### src/rtl/clk_meas_pkg.sv
// Shared types and defaults for the slow-clock measurement blocks.
// The FSM encoding and default widths are also reused by the clock divider bench.
package clk_meas_pkg;

  typedef enum logic [1:0] {
    ST_IDLE = 2'd0,
    ST_MEAS = 2'd1,
    ST_STOP = 2'd2
  } meas_state_t;

  localparam int DEF_CNT_W   = 16;
  localparam int DEF_TIMEOUT = 60000;

endpackage

### src/rtl/sync_edge_det.sv
// Synchronises an asynchronous slow clock into clk_in and flags its rising edge.
// rise is a one-cycle pulse: the synced level is high and the history flop is still low.
module sync_edge_det #(
  parameter int SYNC_STAGES = 2
) (
  input  logic clk_in,
  input  logic reset_n,
  input  logic sig_in,
  output logic s,
  output logic rise
);

  logic [SYNC_STAGES-1:0] r_sync;
  logic                   r_hist;

  always_ff @(posedge clk_in or negedge reset_n) begin
    if (!reset_n) begin
      r_sync <= '0;
      r_hist <= 1'b0;
    end else begin
      r_sync <= {r_sync[SYNC_STAGES-2:0], sig_in};
      r_hist <= r_sync[SYNC_STAGES-1];
    end
  end

  assign s    = r_sync[SYNC_STAGES-1];
  assign rise = s & ~r_hist;

endmodule

### src/rtl/clk_freq_meter.sv
// Measures the period (and optionally high time) of a slow clock in clk_in cycles.
// Define DUTY_MEASURE_EN to build the high-time counter; otherwise high_time is 0.
//
// state   | meaning
// IDLE    | waiting for the first rising edge after reset
// MEAS    | counting clk_in cycles since the last rising edge
// STOP    | no rising edge for TIMEOUT cycles; counter saturated
module clk_freq_meter
  import clk_meas_pkg::*;
#(
  parameter int CNT_W       = DEF_CNT_W,
  parameter int TIMEOUT     = DEF_TIMEOUT,
  parameter int SYNC_STAGES = 2
) (
  input  logic             clk_in,
  input  logic             reset_n,
  input  logic             sig_in,
  input  logic             meas_ready,
  output logic             meas_valid,
  output logic [CNT_W-1:0] period,
  output logic [CNT_W-1:0] high_time,
  output logic             stopped,
  output logic             dropped
);

  localparam logic [CNT_W-1:0] LP_TIMEOUT = CNT_W'(TIMEOUT);
  localparam logic [CNT_W-1:0] LP_ONE     = CNT_W'(1);

  meas_state_t      r_state;
  meas_state_t      w_state_nxt;
  logic [CNT_W-1:0] r_cnt;
  logic [CNT_W-1:0] r_period;
  logic             r_valid;
  logic             r_dropped;
  logic             w_s;
  logic             w_rise;
  logic             w_at_limit;
  logic             w_count_en;
  logic             w_load;
  logic             w_drop;

  sync_edge_det #(
    .SYNC_STAGES (SYNC_STAGES)
  ) u_sync (
    .clk_in  (clk_in),
    .reset_n (reset_n),
    .sig_in  (sig_in),
    .s       (w_s),
    .rise    (w_rise)
  );

  always_ff @(posedge clk_in or negedge reset_n) begin
    if (!reset_n) r_state <= ST_IDLE;
    else          r_state <= w_state_nxt;
  end

  // A rise coinciding with the timeout is a valid edge, so it wins over stopping.
  always_comb begin
    w_state_nxt = r_state;
    case (r_state)
      ST_IDLE: if (w_rise) w_state_nxt = ST_MEAS;
      ST_MEAS: if (!w_rise && w_at_limit) w_state_nxt = ST_STOP;
      ST_STOP: if (w_rise) w_state_nxt = ST_MEAS;
      default: w_state_nxt = ST_IDLE;
    endcase
  end

  always_comb begin
    w_at_limit = (r_cnt == LP_TIMEOUT);
    w_count_en = (r_state == ST_MEAS) && !w_at_limit;
    w_load     = (r_state == ST_MEAS) && w_rise && (!r_valid || meas_ready);
    w_drop     = (r_state == ST_MEAS) && w_rise && r_valid && !meas_ready;
    stopped    = (r_state == ST_STOP);
  end

  always_ff @(posedge clk_in or negedge reset_n) begin
    if (!reset_n)        r_cnt <= '0;
    else if (w_rise)     r_cnt <= LP_ONE;
    else if (w_count_en) r_cnt <= r_cnt + LP_ONE;
  end

  // A completed measurement may overwrite the one being transferred this cycle.
  always_ff @(posedge clk_in or negedge reset_n) begin
    if (!reset_n) begin
      r_valid   <= 1'b0;
      r_period  <= '0;
      r_dropped <= 1'b0;
    end else begin
      r_dropped <= w_drop;
      if (w_load) begin
        r_valid  <= 1'b1;
        r_period <= r_cnt;
      end else if (r_valid && meas_ready) begin
        r_valid <= 1'b0;
      end
    end
  end

`ifdef DUTY_MEASURE_EN
  logic [CNT_W-1:0] r_hcnt;
  logic [CNT_W-1:0] r_high;

  always_ff @(posedge clk_in or negedge reset_n) begin
    if (!reset_n)        r_hcnt <= '0;
    else if (w_rise)     r_hcnt <= CNT_W'(w_s);
    else if (w_count_en) r_hcnt <= r_hcnt + CNT_W'(w_s);
  end

  always_ff @(posedge clk_in or negedge reset_n) begin
    if (!reset_n)    r_high <= '0;
    else if (w_load) r_high <= r_hcnt;
  end

  assign high_time = r_high;
`else
  logic w_unused_s;
  assign w_unused_s = w_s;
  assign high_time  = '0;
`endif

  assign meas_valid = r_valid;
  assign period     = r_period;
  assign dropped    = r_dropped;

endmodule
### config.mk
export PLATFORM = sky130hd
export DESIGN_NAME = clk_freq_meter
export DESIGN_NICKNAME = d
export VERILOG_FILES = /design/src/rtl/clk_meas_pkg.sv /design/src/rtl/sync_edge_det.sv /design/src/rtl/clk_freq_meter.sv
export SDC_FILE = /design/constraint.sdc
export NUM_CORES = 1
export LEC_CHECK = 0
export BUFFER_PORTS_ARGS = -buffer_cell sky130_fd_sc_hd__buf_2
export CELL_PAD_IN_SITES_DETAIL_PLACEMENT = 0
export CELL_PAD_IN_SITES_GLOBAL_PLACEMENT = 2
export CORE_MARGIN = 4
export CORE_UTILIZATION = 34
export DETAILED_ROUTE_END_ITERATION = 16
export GPL_ROUTABILITY_DRIVEN = 0
export PLACE_DENSITY = 0.79
export SYNTH_ARGS = -nofsm -noshare
export SYNTH_HDL_FRONTEND = slang
export SYNTH_SLANG_ARGS = --single-unit
### constraint.sdc
create_clock -name clk_in -period 2.1 [get_ports clk_in]
set_input_delay 0.21 -clock clk_in [delete_from_list [all_inputs] [get_ports clk_in]]
set_output_delay 0.21 -clock clk_in [all_outputs]
set_load 0.05 [all_outputs]
---- After elaboration in Yosys (flattened, before gate mapping) ----
Index checks and enable logic that the tools add are counted.
word-level totals
  output and inout port bits .............. 35
  logic and storage cells ................. 39
  flip-flop bits (word level) ............. 39
operators by class
  bitwise operators ....................... 2
  equal/unequal tests ..................... 5
  reductions and logical operators ........ 17
  $add $sub $neg .......................... 1
  muxes and demuxes ....................... 7
operators with widths
  operator                                                count
  two-way mux 16 bit                                      2
  adder 16 x 1 -> 16 bit (second input constant)          1
  == test 16 bit (second input constant)                  1
  logical AND 1 bit                                       7
  zero test 1 bit                                         4
  two-way mux 2 bit                                       2
  one-hot mux 2 bit (2 select lines)                      1
  nonzero test 2 bit                                      2
  == test 2 x 1 -> 1 bit (second input constant)          1
  == test 2 bit (second input constant)                   1
  zero test 2 bit                                         1
  two-way mux 1 bit                                       2
  inequality test 2 x 1 -> 1 bit (second input constant)  1
  inequality test 2 bit (second input constant)           1
  AND reduction 2 bit                                     1
  OR reduction 2 bit                                      1
  AND 1 bit                                               1
  logical OR 1 bit                                        1
  NOT 1 bit                                               1

---- Logic depth before layout (Yosys ltp) ----
Gate-level depths: netlist of run 1.
  depth after elaboration ................. 6
  mapped depth ............................ 7

---- Hierarchy ----
From an unflattened synthesis of run 1, not the netlist that was laid out.
second synthesis, totals
  cells, all modules ...................... 164
  area total of the unflattened synthesis .. 1875.5 um^2
modules (own cells, without submodules)
  module          cells an instance  times used  area an instance (um^2)
  clk_freq_meter  160                1           1786.7
  sync_edge_det   4                  1           88.8

---- Worst setup path before layout of run 1 ----
No wires, ideal clock.
  path type ............................... register -> register
  start point ............................. register r_cnt[0]
  end point ............................... register r_cnt[2]
  buffers on the path ..................... 1
  period minus slack after synthesis ...... 1.773 ns
  arrival ................................. 1.695 ns
  path slack .............................. 0.327 ns
  cell stages (with the launch flop) ...... 8
  required time ........................... 2.022 ns
  library setup time ...................... 0.078 ns
  path through ............................ dfrtp_1 inv_1 ha_1 and4bb_2 and4_1 clkbuf_2 or3_2 a21oi_1
between the ends
  longest elaborated chain between the ends .. 4
RTL lines
  item                                                                            line                  source
  from (decl)                                                                     clk_freq_meter.sv:31  logic [CNT_W-1:0] r_cnt;
  from (signal assigned)                                                          clk_freq_meter.sv:79  else if (w_count_en) r_cnt <= r_cnt + LP_ONE;
  parallel branches: the longest is 4 deep, another holds adder 16 x 1 -> 16 bit  -
Several ways; the timed one is not identified. The select of a mux whose other input is x is not followed.
A chain may end at the register's enable or synchronous reset.

---- Worst setup path after layout of run 1 ----
  start point ............................. register r_cnt[0]
  end point ............................... register r_cnt[14]
The elaborated chain is that of the path after synthesis.

==> results.toml, run 1 <==
[run_status]
outcome = "finished clean"

[power]
p_comb_share_pct = 20.0
swShare_pct = 32.6
seq_power_share_pct = 46.5
power_density_nw_per_um2 = 902
p_int_w = 0.00130
power.switching_w = 0.000628
p_leak_nw = 1.02
clkPwrFrac_pct = 33.5
irDropWorstVdd_mv = 0.398

[layout]
final_common_cell = "dfrtp_1"
drive_gt1_share_pct = 28.5
final-seq-area_um2 = 976
areaGrowthSynthToFinish_pct = 14.6
fill_cells = 541
layout_common_cells = "dfrtp_1 (39), buf_2 (22), conb_1 (16)"
antenna_cells = 0
nNetsFinal = 205
multi_input_area_um2 = 782

[clock_tree]
clock_sinks = 39
worstSkewPairLatency_ns = 0.30
holdBufCountCts = 0
htreeDepth = 2
post_cts_resized = 0
root_buffer = "clkbuf_8"
cts.path.max_buffers = 2
cts_buffers = 5
path_clk_slew_ns = 0.07
cts_tree = "built"
post_cts_buffers = 0

[sta]
fin_skew_ns = 0.00553
fmax_mhz = 518
setup_tns_ns = 0
fin_ws_ns = 0.171
final_max_slew_viol_count = 0
hold_violations = 0
period_share_pct = 91.8
relSlewSlack_pct = 42.3
tightest_slew_ns = 0.865
period_minus_slack_ns = 1.93
rsz0062_at_grt = "false"
setup_viol = 0

[routing]
wl_per_cell_um = 14.7
routed_wirelength_um = 3970
first_iter_violations = 35
vias = 1329
ant_nets = 0
drc = 0
first_pass_iters = 4
via_per_inst = 4.92

[floorplan]
ios = 39
rows = 26
start_util_pct = 35.8
fp.dieW_um = 82
core_um2 = 5200
dieHeight_um = 82
die_area_um2 = 6720

[worst_setup_path]
path_class = "register to register"
path_cells = "ha_1 > nand3b_1 > or3_4 > or4_1 > a21oi_1"
rr_worst_depth = 5
crit_required_ns = 2.32
critPathMaxStageDelay_ns = 0.48
timing.rr.start = "r_cnt[0]"
endpoint_kind = "register"
critPathMaxFanout = 6
start_kind = "register"
critPathLaunch = "r_cnt[0]"
cp.arrival_ns = 2.15
cpMaxStageDelayCell = "or4_1"

[global_route]
gr-total-overflow = 0
grt_pass1_vias = 1346
antenna_found_initial = 0
grt_usage_pct = 13.2
grt_max_degree = 40
grt_pass1_wl_um = 6610

[synthesis]
syn_area_um2 = 1860
seq_area_frac_synth_pct = 52.4
synth-warning-count = 0
synthDistinctLibCells = 36
avgSynthCellArea_um2 = 10.9
synth-seq-cells = 39
synth_cells = 171

[place]
place_ws_ns = 0.209
dpl.hpwl_um = 2850
io_buffers = 22

[hold_path]
worstHoldStart = "sig_in"
hold_class = "input pin to register"
hold_depth = 1

[flow_run]
drv_cap = 0
-- worst max-delay path: cells and delay by family, from the launching register on --
kind	cells	cell delay (ns)
compound gates	1	0.16
fa+ha+maj	1	0.22
flops	1	0.44
simple gates	3	1.03
-- sequential cells by signal, summed over array words and instances, names as in the netlist --
signal	flops
period	16
r_cnt	16
r_state	2
u_sync.r_sync	2
dropped	1
meas_valid	1
u_sync.r_hist	1
-- cell type report --
class	instances	area share, %
clock buffers	6	3.87
clock inverters	2	1.64
inverters	4	0.704
multi-input cells	121	36.7
flip-flops and latches	39	45.7
well taps	70	4.11
repair buffers	28	7.27
-- per-stage QoR --
stage          hold WS, ns  instance area (um^2)  util [%]  instances  total power, W
4_1_cts             0.0125                  2130      41.0        270         0.00195
3_5_place_dp         0.324                  2020      38.7        262         0.00130
6_report            0.0188                  2130      41.0        270         0.00193
3_3_place_gp         0.319                  2020      38.7        262         0.00129
2_1_floorplan      -0.0856                  1920         -        186         0.00121
5_1_grt            0.00880                  2130      41.0        270         0.00204
-- layer usage --
metal  wire [um]  vias to the layer above  global-route usage, %
met5           0                        -                      0
met3         248                        7                   4.61
met1        1760                      655                   16.6
met4          57                        0                   4.98
met2        1900                       38                   20.6
li1            -                      629                      -
-- power groups by stage --
stage	combinational [W]	sequential (W)	clock (W)
2_1_floorplan	0.000202	0.00101	0
3_3_place_gp	0.000384	0.000904	0
3_5_place_dp	0.000387	0.000910	0
4_1_cts	0.000389	0.000896	0.000670
5_1_grt	0.000423	0.000908	0.000708
6_report	0.000386	0.000895	0.000645
-- worst paths after layout --
kind                                     to  slack [ns]
min in group asynchronous        period[14]        0.03
hold / removal             u_sync.r_sync[0]        0.02
max in group asynchronous        r_state[1]        1.54
hold reg to reg            u_sync.r_sync[1]        0.36
setup / recovery                  r_cnt[14]        0.17
setup reg to reg                  r_cnt[14]        0.17
-- cell usage after synthesis --
library cell	number	area share, %
buf_2	1	0.27
nand3_4	1	0.94
or3_4	1	0.60
nand3b_1	2	0.81
or4_4	1	0.60
nor2b_1	3	1.0
nor4_1	3	1.0
and3_1	1	0.34
and3_2	1	0.40
nor4b_1	1	0.47
mux2_2	12	7.3
o31ai_1	1	0.40
clkbuf_2	1	0.27
a21oi_1	10	2.7
xnor2_1	3	1.4
and4_1	1	0.47
o211ai_1	1	0.40
buf_4	16	6.5
nand3_1	6	1.6
conb_1	1	0.20
or4_1	3	1.2
and4bb_2	2	1.3
ha_1	2	1.3
clkbuf_1	4	0.81
nand2_1	8	1.6
nand2b_1	3	1.0
or3_2	2	0.81
nand4_1	7	2.4
nor2_1	8	1.6
nor3_1	1	0.27
dfrtp_1	39	52
or3_1	4	1.3
or2_2	1	0.34
inv_1	4	0.81
o21ai_0	12	3.2
xor2_1	4	1.9
-- cells by family after synthesis --
logic type,share of synthesized area (%)
AO/OA/AOI/OAI,6.72
XOR/XNOR,3.29
adder cells (fa/ha/maj),1.34
buffers and inverters,8.60
flip-flops,52.4
multiplexers,7.26
other,0.201
AND/OR/NAND/NOR,20.2
Note: power is estimated with default switching activity, not from simulation.
==> run 2, diff against run 1 <==
Settings changed: ABC_AREA set to 1, CORE_UTILIZATION 34 to 33, PLACE_DENSITY 0.79 to 0.81.
==> results.toml, run 2 <==
[sta]
fmax_mhz = 618
hold_violations = 0
hold_ws_ns = 0.225
tightest_slew_ns = 0.503
relSlewSlack_pct = 66.5
setup_viol = 0
fin_skew_ns = 0.00396
period_share_pct = 77.1
rsz0062_at_grt = "false"
setup_tns_ns = 0
final_max_slew_viol_count = 0
period_minus_slack_ns = 1.62

[synthesis]
async_flop_share_pct = 100
seq_area_frac_synth_pct = 45.6
yosys-top-cells-area = "dfrtp_1 (46%), nand2_1 (12%), buf_4 (6.0%)"
synth_cells = 253
synthDistinctLibCells = 26
synth-seq-cells = 39
synth_common_cells = "nand2_1 (70), dfrtp_1 (39), inv_1 (21), nor2_1 (21), buf_4 (17)"
yosysMostFrequentCell = "nand2_1"
dominantRegCellSynth = "dfrtp_1"
avgSynthCellArea_um2 = 8.45
synth-warning-count = 0
synth_edf_count = 0
synth_top_area_share_pct = 45.6
synth_top_cell_by_area = "dfrtp_1"
syn_area_um2 = 2140

[worst_setup_path]
path_class = "register to register"
crit_required_ns = 2.29
r2r_slack_ns = 0.48
critPathMaxFanout = 8
cpMaxStageDelayCell = "dfrtp_1"
crit_buf_inv = 2
endpoint_kind = "register"
crit_family = "simple AND/OR/NAND/NOR gates"
cp.arrival_ns = 1.81
critPathMaxStageDelay_ns = 0.44
cp_common_cell = "nand2_1"
path_cells = "inv_1 > ha_1 > nand2_1 > nor2_1 > nand2_2 > inv_1 > nand2_1 > nand2_1 > nand2_2 > nand2_1 > nand2_1"
start_kind = "register"

[layout]
antenna_cells = 0
final_common_cell = "nand2_1"
areaGrowthSynthToFinish_pct = 12.0
nNetsFinal = 286
drive_gt1_share_pct = 21.4
utilization_pct = 37.9
layout_common_cells = "nand2_1 (70), dfrtp_1 (39), buf_2 (22)"

[power]
seq_power_share_pct = 44.6
power.switching_w = 0.000680
clkPwrFrac_pct = 33.1
swShare_pct = 34.2
irDropWorstVdd_mv = 0.388
p_leak_nw = 1.17
p_int_w = 0.00131
p_comb_share_pct = 22.3
power_density_nw_per_um2 = 830

[global_route]
gr-total-overflow = 0
grtUsageMet1_pct = 16.6
grt.met3_usage_pct = 3.07
antenna_found_initial = 0
grt_usage_pct = 13.2
grt_use_met2_pct = 22.1
grt_pass1_wl_um = 7850
grt_max_degree = 40
gr-max-usage-layer = "met2"
grt_pass1_vias = 1641

[routing]
wl_per_cell_um = 13.0
vias = 1627
first_iter_violations = 84
drc = 0
via_per_inst = 4.54
first_pass_iters = 4
routed_wirelength_um = 4650
ant_nets = 0

[clock_tree]
cts_tree = "built"
clock_sinks = 39
post_cts_resized = 0
cts_buffers = 5
post_cts_buffers = 0
worstSkewPairLatency_ns = 0.29
htreeDepth = 2
holdBufCountCts = 1
path_clk_slew_ns = 0.08
cts.path.max_buffers = 2
root_buffer = "clkbuf_8"

[floorplan]
core_um2 = 6310
ios = 39
dieHeight_um = 88.5
rows = 29
fp.dieW_um = 88.5
die_area_um2 = 7830
start_util_pct = 33.9

[place]
dpl.hpwl_um = 3420
io_buffers = 22

[flow_run]
drv_cap = 0

[hold_path]
hold_class = "input pin to register"

[run_status]
outcome = "finished clean"
run 2: cell types whose count changed in the layout (fill, tap and decap cells not counted), sizes merged, moves of 6 or more:
cell and delta:
mux2 -12, nand3 +9, nand4 +6, o21ai +11, nor2 +20, nand2 +67
or3 -7, a21oi -9, inv +21
run 2: cell type report:
class,instances,area (um^2)
multi-input combinational,183,966
clock inverter,2,35.0
sequential,39,976
clock buffer,6,82.6
timing repair buffer,26,145
fill,697,3920
tap,77,96.3
inverter,25,93.8
run 2: routing by layer:
metal,wire length [um],vias up
met5,0,-
met4,83,0
met3,176,7
met2,2150,32
met1,2240,757
li1,-,831
run 2: power by group through the flow:
stage               Combinational (W)  Sequential [W]  Clock, W
floorplan                    0.000250         0.00101         0
global placement             0.000444        0.000901         0
detailed placement           0.000446        0.000901         0
CTS                          0.000449        0.000886  0.000674
global route                 0.000485        0.000898  0.000718
finish                       0.000443        0.000887  0.000657
run 2: worst register-to-register path, stage by stage, from the launching register on:
cell and delay (ns):
dfrtp_1 0.44, inv_1 0.13, ha_1 0.16, nand2_1 0.05, nor2_1 0.12, nand2_2 0.09, inv_1 0.05, nand2_1 0.06
nand2_1 0.10, nand2_2 0.15, nand2_1 0.12, nand2_1 0.05
run 2: cells by family after synthesis:
| kind of cell | synth area share, % |
|---|---|
| buf+inv | 11.8 |
| other cells | 0.175 |
| fa+ha+maj | 1.17 |
| compound gates | 6.32 |
| flops | 45.6 |
| xor+xnor | 2.87 |
| simple gates | 32.0 |
run 2: final timing paths:
| kind | start | end | depth (start not counted) |
|---|---|---|---|
| setup / recovery | r_cnt[0] | r_cnt[8] | 11 |
| hold / removal | meas_ready | dropped | 4 |
| setup reg to reg | r_cnt[0] | r_cnt[8] | 11 |
| hold reg to reg | u_sync.r_sync[0] | u_sync.r_sync[1] | 0 |
| max in group asynchronous | reset_n | period[13] | 3 |
| min in group asynchronous | reset_n | period[2] | 3 |
run 2: stage by stage:
stage | cells | total power (W) | setup slack [ns] | area, um^2
floorplan | 268 | 0.00126 | 0.653 | 2190
CTS | 357 | 0.00201 | 0.458 | 2380
global placement | 348 | 0.00134 | 0.500 | 2260
global route | 358 | 0.00210 | 0.252 | 2390
finish | 358 | 0.00199 | 0.481 | 2390
detailed placement | 348 | 0.00135 | 0.449 | 2260
